$ cat src/rtl/uart_reporter_if.sv
// uart_reporter_if
//   Bundles the request side (score_req/score/over_req), the uart tx side
//   (transmit/tx_byte/is_transmitting) and the status flags (busy/dropped)
//   of the uart_reporter block.
//   master : the environment (game logic + uart) driving requests and
//            is_transmitting.
//   slave  : the uart_reporter itself.
interface uart_reporter_if;
    logic        score_req;
    logic [15:0] score;
    logic        over_req;
    logic        is_transmitting;
    logic        transmit;
    logic [7:0]  tx_byte;
    logic        busy;
    logic        dropped;

    modport master (
        output score_req, score, over_req, is_transmitting,
        input  transmit, tx_byte, busy, dropped
    );

    modport slave (
        input  score_req, score, over_req, is_transmitting,
        output transmit, tx_byte, busy, dropped
    );
endinterface

$ cat src/rtl/uart_reporter.sv
// uart_reporter
//   Sends game status to the host terminal as ASCII lines over the shared
//   uart tx path: "SCORE=ddddd\r\n" (sequential binary-to-BCD conversion)
//   and "GAME OVER\r\n". One pending request per message type is buffered
//   while a message is in flight.
// Ports:
//   clk  - system clock
//   rst  - synchronous reset, active-high
//   bus  - uart_reporter_if.slave: score_req/score/over_req requests,
//          is_transmitting from the uart, transmit/tx_byte to the uart,
//          busy and dropped status.
module uart_reporter #(
    parameter int START_TIMEOUT = 8
) (
    input  logic            clk,
    input  logic            rst,
    uart_reporter_if.slave  bus
);
    localparam int TMO_W = (START_TIMEOUT > 2) ? $clog2(START_TIMEOUT) : 1;

    typedef enum logic [2:0] {
        IDLE, CONVERT, LOAD, PULSE, WAIT_START, WAIT_DONE, NEXT
    } state_t;

    state_t             state_q, state_d;
    logic               pend_score_q, pend_score_d;
    logic               pend_over_q, pend_over_d;
    logic [15:0]        pend_val_q, pend_val_d;
    logic [15:0]        bin_q, bin_d;
    logic [19:0]        bcd_q, bcd_d;
    logic [3:0]         cnt_q, cnt_d;
    logic [3:0]         idx_q, idx_d;
    logic [TMO_W-1:0]   tmo_q, tmo_d;
    logic               msg_over_q, msg_over_d;   // 1 = GAME OVER message
    logic [7:0]         tx_byte_q, tx_byte_d;

    logic               consume_over;
    logic               consume_score;
    logic [19:0]        bcd_adj;
    logic [7:0]         cur_byte;
    logic [TMO_W-1:0]   tmo_inc;

    // OVER has priority when both are pending in IDLE.
    assign consume_over  = (state_q == IDLE) && pend_over_q;
    assign consume_score = (state_q == IDLE) && !pend_over_q && pend_score_q;
    assign tmo_inc       = tmo_q + 1'b1;

    // Double dabble: nibbles >= 5 get +3 before the shift.
    generate
        for (genvar gi = 0; gi < 5; gi++) begin : g_dabble
            assign bcd_adj[gi*4 +: 4] = (bcd_q[gi*4 +: 4] >= 4'd5) ?
                                        bcd_q[gi*4 +: 4] + 4'd3 :
                                        bcd_q[gi*4 +: 4];
        end
    endgenerate

    // Byte of the current message at idx_q.
    always_comb begin
        cur_byte = 8'h00;
        if (msg_over_q) begin
            case (idx_q)
                4'd0:    cur_byte = 8'h47;   // G
                4'd1:    cur_byte = 8'h41;   // A
                4'd2:    cur_byte = 8'h4D;   // M
                4'd3:    cur_byte = 8'h45;   // E
                4'd4:    cur_byte = 8'h20;   // space
                4'd5:    cur_byte = 8'h4F;   // O
                4'd6:    cur_byte = 8'h56;   // V
                4'd7:    cur_byte = 8'h45;   // E
                4'd8:    cur_byte = 8'h52;   // R
                4'd9:    cur_byte = 8'h0D;
                4'd10:   cur_byte = 8'h0A;
                default: cur_byte = 8'h00;
            endcase
        end else begin
            case (idx_q)
                4'd0:    cur_byte = 8'h53;   // S
                4'd1:    cur_byte = 8'h43;   // C
                4'd2:    cur_byte = 8'h4F;   // O
                4'd3:    cur_byte = 8'h52;   // R
                4'd4:    cur_byte = 8'h45;   // E
                4'd5:    cur_byte = 8'h3D;   // =
                4'd6:    cur_byte = {4'h3, bcd_q[19:16]};
                4'd7:    cur_byte = {4'h3, bcd_q[15:12]};
                4'd8:    cur_byte = {4'h3, bcd_q[11:8]};
                4'd9:    cur_byte = {4'h3, bcd_q[7:4]};
                4'd10:   cur_byte = {4'h3, bcd_q[3:0]};
                4'd11:   cur_byte = 8'h0D;
                4'd12:   cur_byte = 8'h0A;
                default: cur_byte = 8'h00;
            endcase
        end
    end

    // State register
    always_ff @(posedge clk) begin
        if (rst) begin
            state_q      <= IDLE;
            pend_score_q <= 1'b0;
            pend_over_q  <= 1'b0;
            pend_val_q   <= '0;
            bin_q        <= '0;
            bcd_q        <= '0;
            cnt_q        <= '0;
            idx_q        <= '0;
            tmo_q        <= '0;
            msg_over_q   <= 1'b0;
            tx_byte_q    <= 8'h00;
        end else begin
            state_q      <= state_d;
            pend_score_q <= pend_score_d;
            pend_over_q  <= pend_over_d;
            pend_val_q   <= pend_val_d;
            bin_q        <= bin_d;
            bcd_q        <= bcd_d;
            cnt_q        <= cnt_d;
            idx_q        <= idx_d;
            tmo_q        <= tmo_d;
            msg_over_q   <= msg_over_d;
            tx_byte_q    <= tx_byte_d;
        end
    end

    // Next-state logic
    always_comb begin
        state_d    = state_q;
        bin_d      = bin_q;
        bcd_d      = bcd_q;
        cnt_d      = cnt_q;
        idx_d      = idx_q;
        tmo_d      = tmo_q;
        msg_over_d = msg_over_q;
        tx_byte_d  = tx_byte_q;

        case (state_q)
            IDLE: begin
                if (pend_over_q) begin
                    msg_over_d = 1'b1;
                    idx_d      = 4'd0;
                    state_d    = LOAD;
                end else if (pend_score_q) begin
                    bin_d      = pend_val_q;
                    bcd_d      = '0;
                    cnt_d      = 4'd0;
                    msg_over_d = 1'b0;
                    state_d    = CONVERT;
                end
            end
            CONVERT: begin
                bcd_d = {bcd_adj[18:0], bin_q[15]};
                bin_d = {bin_q[14:0], 1'b0};
                cnt_d = cnt_q + 4'd1;
                if (cnt_q == 4'd15) begin
                    idx_d   = 4'd0;
                    state_d = LOAD;
                end
            end
            LOAD: begin
                tx_byte_d = cur_byte;
                state_d   = PULSE;
            end
            PULSE: begin
                if (!bus.is_transmitting) begin
                    tmo_d   = '0;
                    state_d = WAIT_START;
                end
            end
            WAIT_START: begin
                if (bus.is_transmitting) begin
                    state_d = WAIT_DONE;
                end else begin
                    // Uart never acknowledged: treat the byte as sent.
                    tmo_d = tmo_inc;
                    if (tmo_inc == TMO_W'(START_TIMEOUT - 1)) begin
                        state_d = NEXT;
                    end
                end
            end
            WAIT_DONE: begin
                if (!bus.is_transmitting) begin
                    state_d = NEXT;
                end
            end
            NEXT: begin
                if (idx_q == (msg_over_q ? 4'd10 : 4'd12)) begin
                    state_d = IDLE;
                end else begin
                    idx_d   = idx_q + 4'd1;
                    state_d = LOAD;
                end
            end
            default: state_d = IDLE;
        endcase

        // A new request in the consume cycle re-arms its flag.
        pend_over_d  = bus.over_req  ? 1'b1 : (consume_over  ? 1'b0 : pend_over_q);
        pend_score_d = bus.score_req ? 1'b1 : (consume_score ? 1'b0 : pend_score_q);
        pend_val_d   = bus.score_req ? bus.score : pend_val_q;
    end

    // Outputs
    always_comb begin
        bus.transmit = (state_q == PULSE) && !bus.is_transmitting;
        bus.tx_byte  = tx_byte_q;
        bus.busy     = (state_q != IDLE) || pend_score_q || pend_over_q;
        bus.dropped  = !rst && bus.score_req && pend_score_q && !consume_score;
    end
endmodule
$ cat src/flat_wrapper.sv
// flat-port wrapper written by rule: the top's interface ports become plain ports
module uart_reporter_flat 
#(
    parameter int START_TIMEOUT = 8
)
  (clk, rst, bus_score_req, bus_score, bus_over_req, bus_is_transmitting, bus_transmit, bus_tx_byte, bus_busy, bus_dropped);
  uart_reporter_if bus_i ();
  input  logic clk;
  input  logic rst;
  input wire logic [$bits(bus_i.score_req)-1:0] bus_score_req;
  input wire logic [$bits(bus_i.score)-1:0] bus_score;
  input wire logic [$bits(bus_i.over_req)-1:0] bus_over_req;
  input wire logic [$bits(bus_i.is_transmitting)-1:0] bus_is_transmitting;
  output wire logic [$bits(bus_i.transmit)-1:0] bus_transmit;
  output wire logic [$bits(bus_i.tx_byte)-1:0] bus_tx_byte;
  output wire logic [$bits(bus_i.busy)-1:0] bus_busy;
  output wire logic [$bits(bus_i.dropped)-1:0] bus_dropped;
  assign bus_i.score_req = bus_score_req;
  assign bus_i.score = bus_score;
  assign bus_i.over_req = bus_over_req;
  assign bus_i.is_transmitting = bus_is_transmitting;
  assign bus_transmit = bus_i.transmit;
  assign bus_tx_byte = bus_i.tx_byte;
  assign bus_busy = bus_i.busy;
  assign bus_dropped = bus_i.dropped;
  uart_reporter #(.START_TIMEOUT(START_TIMEOUT)) u_core (.clk(clk), .rst(rst), .bus(bus_i));
endmodule
$ cat config.mk
export PLATFORM = sky130hd
export DESIGN_NAME = uart_reporter_flat
export DESIGN_NICKNAME = d
export VERILOG_FILES = /design/src/rtl/uart_reporter_if.sv /design/src/rtl/uart_reporter.sv /design/src/flat_wrapper.sv
export SDC_FILE = /design/constraint.sdc
export NUM_CORES = 1
export LEC_CHECK = 0
export CORE_UTILIZATION = 50
export DETAILED_ROUTE_END_ITERATION = 10
export GPL_TIMING_DRIVEN = 0
export PLACE_DENSITY_LB_ADDON = 0.15
export SETUP_SLACK_MARGIN = 0.1
export SLEW_MARGIN = 20
export SYNTH_ARGS = -nofsm -noshare
export SYNTH_HDL_FRONTEND = slang
export SYNTH_SLANG_ARGS = --single-unit
$ cat constraint.sdc
create_clock -name clk -period 1.98 [get_ports clk]
set_input_delay 0.297 -clock clk [delete_from_list [all_inputs] [get_ports clk]]
set_output_delay 0.297 -clock clk [all_outputs]
set_load 0.1 [all_outputs]
# Word level (Yosys, flattened, before mapping)
# Memory sizes are Yosys's and may differ from the RTL's. A register that Yosys moved wholly into a read port is not among the register bits.
# Cells that the tools add are included.
dict set report word_totals {
  reg_bits 77
  romBits 112
  in_bits 21
  output_inout_bits 11
  elab_cells 124
  memories 1
}
# name words word_bits read_ports rd_clocked_by_memory_dff wr line
set mem_list {}
lappend mem_list {{(name not given)} 16 7 1 1 0 uart_reporter.sv:61} ;# case (idx_q)
dict set report op_classes {
  addsub 8
  magnitude_cmp 5
  n_eq_ne 31
  mux 41
  n_reduce_logical 27
}
# cell count
set op_table {}
lappend op_table {{one-hot mux 7 bit (13 select lines)} 1}
lappend op_table {{two-way mux 4 bit} 11}
lappend op_table {{two-way mux 20 bit} 2}
lappend op_table {{one-hot mux 20 bit (2 select lines)} 1}
lappend op_table {{two-way mux 3 bit} 11}
lappend op_table {{two-way mux 16 bit} 2}
lappend op_table {{one-hot mux 16 bit (2 select lines)} 1}
lappend op_table {{equality test 4 bit, second input constant} 6}
lappend op_table {{one-hot mux 3 bit (7 select lines)} 1}
lappend op_table {{greater-or-equal comparator 4 x 3 -> 1 bit, second input constant} 5}
lappend op_table {{adder 4 x 2 -> 4 bit, second input constant} 4}
lappend op_table {{equality test 4 x 3 -> 1 bit, second input constant} 4}
lappend op_table {{equality test 3 bit, second input constant} 4}
lappend op_table {{one-hot mux 4 bit (3 select lines)} 1}
lappend op_table {{inequality test 2 bit, second input constant} 5}
lappend op_table {{nonzero test 2 bit} 5}
lappend op_table {{adder 4 x 1 -> 4 bit, second input constant} 2}
lappend op_table {{equality test 4 x 2 -> 1 bit, second input constant} 2}
lappend op_table {{two-way mux 8 bit} 1}
lappend op_table {{one-hot mux 4 bit (2 select lines)} 1}
lappend op_table {{logical AND 1 bit} 7}
lappend op_table {{equality test 3 x 2 -> 1 bit, second input constant} 2}
lappend op_table {{two-way mux 1 bit} 6}
lappend op_table {{inequality test 2 x 1 -> 1 bit, second input constant} 3}
lappend op_table {{other kinds (18)} 24}

# Logic depth before layout (Yosys ltp)
dict set report depth {
  ltp_word 6
  mapped_depth 11
  mapped_depth_nobuf 10
}

# Least setup slack after synthesis
# Ideal clock, no wire load.
dict set report synth_path {
  path_kind {register -> register}
  start {register u_core.state_q[0]}
  end {register u_core.tmo_q[2]}
  setup_time_ns 0.132
  t_arrival_ns 4.591
  setup_slack_ns -2.743
  stages_incl_launch_ff 6
  synth_period_minus_slack_ns 4.723
  path_cell_list {dfxtp_1 -> clkbuf_1 -> nor4b_1 -> nor2_1 -> o21ai_0 -> a21oi_1}
}
dict set report synth_between {
  elab_chain_cells 3
  elab_cells_between_ends 7
  cone_classes {4 x eq/ne; 1 x mux; 2 x reduce/logical}
}
# element line
set synth_lines {}
lappend synth_lines {{from (decl)} uart_reporter.sv:25} ;# state_t state_q, state_d;
lappend synth_lines {{from (signal assigned)} uart_reporter.sv:110} ;# state_q <= state_d;
lappend synth_lines {{equality test 3 x 2 -> 1 bit / equality test 3 bit (equally long branches)} uart_reporter.sv:135} ;# case (state_q)
lappend synth_lines {{inequality test 2 bit (no source line) / nonzero test 2 bit (equally long branches)} -}
lappend synth_lines {{AND reduction 3 bit (no source line)} -}
lappend synth_lines {{to (signal assigned)} uart_reporter.sv:118} ;# tmo_q <= tmo_d;
lappend synth_lines {{to (decl)} uart_reporter.sv:33} ;# logic [TMO_W-1:0] tmo_q, tmo_d;
# Parallel ways exist; a longest one is shown, timed or not.
# A chain may end at the register's enable or synchronous reset.

==> results by group <==
Run status
  • Status: complete, but fails checks
  • Failing checks: negative setup slack

STA
  • Worst slew pin tran: 977 ps
  • Fmax: 0.471 GHz
  • Worst Skew: 14.4 ps
  • Final Hold Fails: 0
  • Final worst path period share: 107%
  • Unrepaired setup endpoints after global routing: yes
  • Final min period: 2120 ps
  • Final setup vio count: 9
  • Final setup TNS: -695 ps
  • Final worst-path setup slack: -145 ps
  • Final Max Tran Viols: 0
  • Worst slew margin: 35.1%

GRT
  • Overall track demand over capacity in global routing: 28.8%
  • GRT Residual Overflow: 0
  • First-pass GRT wire length: 19700 microns
  • Vias in the first global route: 4099
  • Initial antenna violation count: 0
  • Largest net degree at the start of global routing: 16

Final layout
  • Core Util, Final: 70.2%
  • Storage element area: 0.00169 sq mm
  • Fin area: 0.00580 sq mm
  • Area of the multi-input gates: 0.00277 sq mm
  • Area Growth Syn to Fin: 35.3%
  • Layout cells sized above 1: 27.6%
  • Final #Nets: 655
  • Fillers: 611
  • Diodes inserted: 0

Clock network
  • Clk buf depth: 2
  • # clock sinks: 83
  • Reg clk slew, reported paths: 100 ps
  • Worst-Skew Late Latency: 370 ps
  • H-tree Lvls: 3
  • TritonCTS clock tree: built
  • Num CTS Buffers: 9
  • Clock root cell: clkbuf_8

Pwr
  • Comb pwr share: 40.6%
  • Internal: 3.23 mW
  • Sequential power share: 35.4%
  • PwrDens: 943 mW/mm^2
  • Psw: 2.24 mW
  • Tot Pwr: 5.47 mW
  • VDD IR max: 0.663 mV
  • Sw Share: 40.9%
  • Leak: 2.14 nW
  • Clock network fraction of total power: 24.0%

Detailed routing
  • Vias: 4381
  • Post-DRT Antenna Nets: 0
  • Total Routed Length: 13200 microns
  • Number of iterations in the first detailed-routing pass: 5
  • Vias per std cell: 6.07
  • # DRC: 0
  • DR iter-0 viols: 416
  • Wire per inst: 18.3 microns

Logic synthesis
  • Synth Area in XOR/XNOR: 2.66%
  • Async S/R FF share, synth: 0%
  • Synth unique cells: 61
  • Syn Area/Cell: 8.19 sq um
  • Largest family of logic cells by synthesized area: compound AO/OA/AOI/OAI gates
  • Area of the mapped netlist: 0.00428 sq mm
  • Syn Nets: 566
  • Cell with the most instances after synthesis: dfxtp_1
  • Seq/Total Area, Yosys: 38.8%
  • Post-synth EDFFs: 0
  • Simple-gate area share of the yosys netlist: 19.7%
  • Top_reg_cell synth: dfxtp_1
  • Synth Area in Adders: 6.43%
  • Count of state elements after synthesis: 83
  • Synth Area in Compound Gates: 21.8%
  • Post-synth top cells: dfxtp_1, a21oi_1, nor2_1, nand2_1, o21ai_0
  • Synth Instances: 523
  • Synth area leaders: dfxtp_1, a21oi_1, ha_1, mux2i_1, nor2_1
  • Top cell type's share of synthesized area: 38.8%
  • Dominant cell type by area after synthesis: dfxtp_1
  • Mux contribution to synthesized area: 5.43%
  • Yosys Warn Count: 0

Setup path
  • Critical R2R Launch: u_core.state_q[0]$_SDFFE_PP0P_
  • R2R setup slack: -140 ps
  • R2r worst-path depth: 10
  • Crit start category: register
  • Crit path DAT: 2370 ps
  • Critical path startpoint: u_core.state_q[0]$_SDFFE_PP0P_
  • CP max FO: 10
  • Setup CP Type: register to register
  • Worst setup EP type: register
  • CP Data Required Time: 2230 ps

Floorplanning
  • Row cnt: 33
  • Die width: 94.6 microns
  • Effective utilization at floorplan: 51.9%
  • Die span in y: 94.6 microns
  • Die area: 0.00894 sq mm
  • Io pins: 32
  • CORE AREA: 0.00826 sq mm

Placement
  • GP Congestion: 0.902
  • I/O Buffers: 29
  • Placed cell areas: 0.00477 sq mm
  • Hpwl dp: 7600 microns

Job
  • Max-cap violations: 0

Hold path
  • Tightest Hold Check Type: primary input to register
[kinds of logic after synthesis]
| logic type | Yosys count |
|---|---|
| other | 1 |
| buffers and inverters | 55 |
| DFF | 83 |
| xor gates and xnor gates | 13 |
| muxes | 23 |
| adders and majority gates | 22 |
| and+or+nand+nor | 176 |
| AOI/OAI and AO/OA | 150 |
[final cells by class]
| type | count | area share, % |
|---|---|---|
| Multi-Input combinational cell | 385 | 47.8 |
| Buffer | 34 | 3.84 |
| Tap cell | 105 | 2.27 |
| Timing Repair Buffer | 78 | 11.9 |
| Clock buffer | 10 | 2.37 |
| Sequential cell | 83 | 29.1 |
| Clock inverter | 6 | 1.23 |
| Inverter | 21 | 1.53 |
[stage by stage]
stage                     hold slack [ps]  cells  setup slack [ps]
after CTS                             415    706             -8.05
after floorplan                       398    523              -175
after global routing                  438    722              -194
final                                 419    722              -145
after global placement                443    657              -890
after detailed placement              453    657              -918
[power by group through the flow]
stage / clock network [mW] / registers, mW / logic, mW
CTS: 1.32 / 1.92 / 1.94
finish: 1.31 / 1.94 / 2.22
floorplan: 0 / 2.25 / 0.958
global route: 1.38 / 1.95 / 2.34
detailed placement: 0 / 1.95 / 1.72
global placement: 0 / 1.94 / 1.70
[layer usage]
layer | share of wire [%] | up-vias | GRT usage (%)
met5 | 0 | - | 0
met4 | 5.0 | 0 | 18.2
met3 | 7.4 | 60 | 5.80
met2 | 48 | 232 | 48.1
met1 | 39 | 2062 | 33.6
li1 | - | 2027 | -
[timing repair]
| action | 4_1_cts | 5_1_grt |
|---|---|---|
| pin swaps | 32 | 21 |
| endpoints found under the setup margin | 58 | 54 |
| gates resized for setup | 106 | 56 |
| hold buffers | 0 | 0 |
| setup buffers | 33 | 16 |
[registers in the layout, summed over array words and instances (netlist names), named ones only]
name	cells
u_core.cnt_q	4
u_core.pend_score_q	1
u_core.pend_over_q	1
u_core.pend_val_q	16
u_core.bus.tx_byte	7
u_core.tmo_q	3
u_core.bin_q	16
u_core.msg_over_q	1
u_core.idx_q	4
u_core.state_q	3
u_core.bcd_q	20
[critical path, cell delays in order (launching register included)]
cell and delay [ps]:
dfxtp_4 390, buf_8 150, nor3b_4 300, buf_6 160, nand3_4 80, a21oi_4 220, inv_2 100, buf_6 130
ha_4 150, mux2i_2 190, o22ai_2 120
[worst min-delay path by stage]
stage	from	end	slack [ps]	cells past startpoint
6_report	bus_score_req	u_core.pend_val_q[1]$_SDFFE_PP0P_	420	3
4_1_cts	bus_score_req	u_core.pend_val_q[0]$_SDFFE_PP0P_	420	3
2_1_floorplan	rst	u_core.idx_q[3]$_SDFFE_PP0N_	400	1
5_1_grt	bus_score_req	u_core.pend_val_q[1]$_SDFFE_PP0P_	440	3
3_5_place_dp	u_core.bin_q[11]$_SDFFE_PP0P_	u_core.bin_q[11]$_SDFFE_PP0P_	450	2
3_3_place_gp	u_core.bin_q[3]$_SDFFE_PP0P_	u_core.bin_q[3]$_SDFFE_PP0P_	440	2
[placed cells by master, fill, tap and decap left out, types with 4 or more instances in the layout]
cell type / synthesis / final
a21oi_1: 62 / 56
a21oi_2: 1 / 6
a22oi_1: 21 / 20
a31oi_1: 9 / 7
buf_1: 5 / 5
buf_4: 1 / 47
buf_6: 0 / 10
clkbuf_1: 21 / 7
clkbuf_2: 0 / 11
clkbuf_8: 0 / 11
clkdlybuf4s15_1: 0 / 4
clkdlybuf4s50_1: 0 / 19
dfxtp_1: 83 / 74
dfxtp_2: 0 / 4
dfxtp_4: 0 / 5
ha_1: 22 / 15
ha_4: 0 / 5
inv_1: 21 / 15
inv_2: 0 / 4
mux2i_1: 21 / 20
nand2_1: 47 / 44
nand2b_1: 9 / 9
nand3_1: 23 / 22
nor2_1: 51 / 47
nor3_1: 18 / 16
o21ai_0: 24 / 19
o21ai_2: 0 / 4
xnor2_1: 6 / 6
xor2_1: 7 / 7
No activity file was read; power rests on OpenSTA's default activity.
